`config.mk`:
```
export PLATFORM = sky130hd
export DESIGN_NAME = cpu_sequencer
export DESIGN_NICKNAME = d
export VERILOG_FILES = /design/src/rtl/cpu_sequencer.sv
export SDC_FILE = /design/constraint.sdc
export NUM_CORES = 1
export LEC_CHECK = 0
export ABC_AREA = 1
export ABC_CLOCK_PERIOD_IN_PS = 2500
export BUFFER_PORTS_ARGS = -buffer_cell sky130_fd_sc_hd__buf_2
export CORE_MARGIN = 10
export CORE_UTILIZATION = 40
export CTS_BUF_LIST = sky130_fd_sc_hd__clkbuf_4 sky130_fd_sc_hd__clkbuf_8
export DETAILED_ROUTE_END_ITERATION = 16
export HOLD_SLACK_MARGIN = 0.15
export PLACE_DENSITY = 0.75
export SLEW_MARGIN = 25
export SYNTH_ARGS = -nofsm -noshare
export SYNTH_HDL_FRONTEND = slang
export SYNTH_SLANG_ARGS = --single-unit
```
`constraint.sdc`:
```
create_clock -name clk -period 2.5 [get_ports clk]
set_input_delay 0.125 -clock clk [delete_from_list [all_inputs] [get_ports clk]]
set_output_delay 0.125 -clock clk [all_outputs]
set_load 0.01 [all_outputs]
```
`src/rtl/cpu_sequencer.sv`:
```
// Multi-cycle fetch/decode/execute sequencer for the 4-bit RISC core; owns the PC and data-memory handshake.
// Optional single-step mode is enabled by defining SEQ_SINGLE_STEP_EN (adds the step input).
module cpu_sequencer #(
   parameter int PC_W        = 4,
   parameter int MEM_TIMEOUT = 15
) (
   input  logic            clk,
   input  logic            reset,
   input  logic            run,
`ifdef SEQ_SINGLE_STEP_EN
   input  logic            step,
`endif
   input  logic [7:0]      instr,
   input  logic            dmem_ack,
   output logic [PC_W-1:0] pc,
   output logic [7:0]      ir,
   output logic            reg_write,
   output logic            mem_read,
   output logic            mem_write,
   output logic [1:0]      alu_op,
   output logic            dmem_req,
   output logic            busy,
   output logic            instr_done,
   output logic            err
);

   localparam int CNT_W = (MEM_TIMEOUT < 2) ? 1 : $clog2(MEM_TIMEOUT);

   typedef enum logic [2:0] {
      S_IDLE,
      S_FETCH,
      S_DECODE,
      S_EXEC,
      S_MEM,
      S_WB
   } state_t;

   state_t           state;
   logic [CNT_W-1:0] tmo_cnt;
   logic             start;
   logic             resume;

   // In single-step mode every instruction parks in IDLE; start needs a step pulse.
`ifdef SEQ_SINGLE_STEP_EN
   assign start  = run & step;
   assign resume = 1'b0;
`else
   assign start  = run;
   assign resume = run;
`endif

   always_ff @(posedge clk or posedge reset) begin
      if (reset) begin
         state   <= S_IDLE;
         pc      <= '0;
         ir      <= '0;
         err     <= 1'b0;
         tmo_cnt <= '0;
      end else begin
         case (state)
            S_IDLE: begin
               if (start) state <= S_FETCH;
            end
            S_FETCH: begin
               ir    <= instr;
               pc    <= pc + 1'b1;
               state <= S_DECODE;
            end
            S_DECODE: begin
               tmo_cnt <= '0;
               state   <= ir[7] ? S_MEM : S_EXEC;
            end
            S_EXEC: begin
               state <= S_WB;
            end
            S_MEM: begin
               // An ack arriving on the final allowed cycle still completes the access.
               if (dmem_ack) begin
                  if (ir[6]) state <= resume ? S_FETCH : S_IDLE;
                  else       state <= S_WB;
               end else if (tmo_cnt == CNT_W'(MEM_TIMEOUT - 1)) begin
                  err   <= 1'b1;
                  state <= S_IDLE;
               end else begin
                  tmo_cnt <= tmo_cnt + 1'b1;
               end
            end
            S_WB: begin
               state <= resume ? S_FETCH : S_IDLE;
            end
            default: state <= S_IDLE;
         endcase
      end
   end

   always_comb begin
      reg_write  = 1'b0;
      mem_read   = 1'b0;
      mem_write  = 1'b0;
      alu_op     = 2'b00;
      dmem_req   = 1'b0;
      instr_done = 1'b0;
      busy       = (state != S_IDLE);
      case (state)
         S_EXEC: alu_op = ir[7:6];
         S_MEM: begin
            dmem_req   = 1'b1;
            mem_read   = ~ir[6];
            mem_write  = ir[6];
            instr_done = ir[6] & dmem_ack;
         end
         S_WB: begin
            reg_write  = 1'b1;
            instr_done = 1'b1;
         end
         default: ;
      endcase
   end

endmodule

```
==> metrics.yaml <==
outcome: "completed"
r2r_end: "tmo_cnt[1]"
min_period_over_period_pct: 69.78
grt_pass1_wl_um: 4443
nets: 182
synthDistinctLibCells: 17
min_from: "run"
holdPathEnd: "state[0]"
row_count: 18
die_y_um: 70.59
hold_viol: 0
cts_max_level: 1
cts-root-buf: "clkbuf_4"
initial_core_util_pct: 41.69
cts.sinks: 20
areaGrowthSynthToFinish_pct: 30.44
cp_max_fo: 13
finalSetupViolCount: 0
hold_class: "in2reg"
yosys.area.top_type: "dfrtp_1"
synth_cells: 122
clk_latency_ns: 0.30
viasPerCell: 4.827
wl_per_cell_um: 12.90
die_w_um: 70.59
grt_use_total_pct: 10.26
crit_slowest_cell: "dfrtp_1"
finalWirelength_um: 2528
slowest_delay_ns: 0.55
final_common_cell: "nand2_1"
layout-drive-gt1-share_pct: 25.30
path_cells: "inv_1 -> nand3_1 -> nor2_1 -> buf_2"
yosysWarnings: 0
yosysTopAreaCellShare_pct: 48.90
fmax_mhz: 573.3
fin_worst_skew_ns: 0.004468
clkSlewWorstSetupHoldPaths_ns: 0.12
ys_seq_elements: 20
holdPathStages: 3
drtIter0Drc: 30
grt.overflow.total: 0
vdd_drop_max_v: 0.0005913
syn_area_sq_um: 1023
ys_seq_area_share_pct: 48.90
critPathArrivalTime_ns: 1.62
powerDensity_nw_per_um2: 1064
placed_area_sq_um: 1199
num_vias: 946
numPortBuffers: 32
finalInstanceArea_sq_um: 1335
reg2reg_setup_slack_ns: 1.10
n_antenna_cell: 0
gp_congestion: 0.8293
cts_made_buffers: 3
tightest_slew_ns: 0.7531
die_area_sq_um: 4982
endpoint_kind: "primary output"
grt_max_degree: 21
crit_family: "flip-flops"
drv_slew: 0
final_cell_mix: "nand2_1 (34), buf_2 (32), dfrtp_1 (20)"
design.core.area_sq_um: 2455
antenna_left: 0
synthTopCellsByArea: "dfrtp_1 (49%), nand2_1 (12%), nand3_1 (9.3%), nor2_1 (5.1%), inv_1 (4.0%)"
cts_setup_buffers: 0
power_mw: 1.421
reg2regPathDepth: 5
cap_violations: 0
io_pins: 33
antenna_found_initial: 0
cts_tree: "yes"
period_minus_slack_ns: 1.744
r2r_start: "state[0]"
crit_type: "reg2out"
relSlewSlack_pct: 49.74
rsz0062_at_grt: "false"
cp.required_ns: 2.38
drc: 0
grt_pass1_vias: 1001
critPathLaunchType: "flop"
avgSynthCellArea_sq_um: 8.389
p_leak_nw: 0.7341
syn-num-nets: 137
tns_ns: 0
place_hpwl_um: 1942
cts_resized: 0
dr.pass1.iters: 4
clockBufferDepth: 2
critPathBufInv: 2
==> state kept, by name, summed over array words and instances, names as in the netlist <==
register,count
tmo_cnt,4
pc,4
ir,8
err,1
state,3
==> worst reg2reg max path, delay by kind of cell (launching register included) <==
kind          cells  cell delay (ns)
flops             1             0.63
buf+inv           1             0.20
simple gates      4             0.47
==> worst max path at each step <==
stage | start | to | slack (ns) | cells past startpoint
after CTS | state[0] | mem_read | 0.77 | 4
final | state[0] | mem_read | 0.76 | 4
after global routing | state[0] | mem_read | 0.63 | 4
after floorplan | state[0] | state[2] | 1.34 | 5
after global placement | state[0] | mem_read | 1.15 | 4
after detailed placement | state[0] | mem_read | 1.11 | 4
==> cell families after synthesis <==
| logic type | share of synthesized area, % |
|---|---|
| buffers and inverters | 6.235 |
| xor gates and xnor gates | 3.424 |
| and+or+nand+nor | 33.86 |
| AOI/OAI and AO/OA | 3.912 |
| adders and majority gates | 3.668 |
| DFF | 48.90 |
==> report_power, final <==
part / total, mW / internal [mW] / switching (mW)
clock: 0.190 / 0.0889 / 0.101
sequential: 0.595 / 0.451 / 0.144
combinational: 0.636 / 0.247 / 0.388
total: 1.42 / 0.787 / 0.633
==> Yosys cell counts (all sizes together) <==
cell,count
ha,3
xor2,1
a21oi,4
o211ai,1
nand2,37
nand4,2
dfrtp,20
o21ai,1
inv,11
buf,2
xnor2,3
nand3,20
o21bai,1
nor2,16
==> routing by layer <==
metal	global-route usage [%]	routed length [um]	vias up
met5	0	0	-
met4	2.796	0	0
met3	3.487	201	0
met2	17.76	1245	26
met1	11.74	1082	443
li1	-	-	477
==> cell type report <==
| type | count | area, sq um |
|---|---|---|
| Multi-Input combinational cell | 89 | 459.2 |
| Clock buffer | 4 | 36.28 |
| Timing Repair Buffer | 42 | 260.3 |
| Tap cell | 30 | 37.54 |
| Fill cell | 238 | 1120 |
| Inverter | 11 | 41.29 |
| Sequential cell | 20 | 500.5 |
==> through the flow <==
| stage | std cells | hold WS (ns) | worst slack (ns) | utilization, % |
|---|---|---|---|---|
| 4_1_cts | 196 | 0.1693 | 0.7660 | 54.38 |
| 3_3_place_gp | 182 | 0.2925 | 1.152 | 48.83 |
| 6_report | 196 | 0.1577 | 0.7556 | 54.38 |
| 2_1_floorplan | 122 | 0.08883 | 1.335 | - |
| 5_1_grt | 196 | 0.1881 | 0.6308 | 54.38 |
| 3_5_place_dp | 182 | 0.2987 | 1.108 | 48.83 |
==> what timing repair did <==
item / CTS / global route
hold buffers: 10 / 0
hold endpoints to repair: 29 / 0
setup endpoints to repair: 0 / 0
Power figures use the tool's default switching activity.
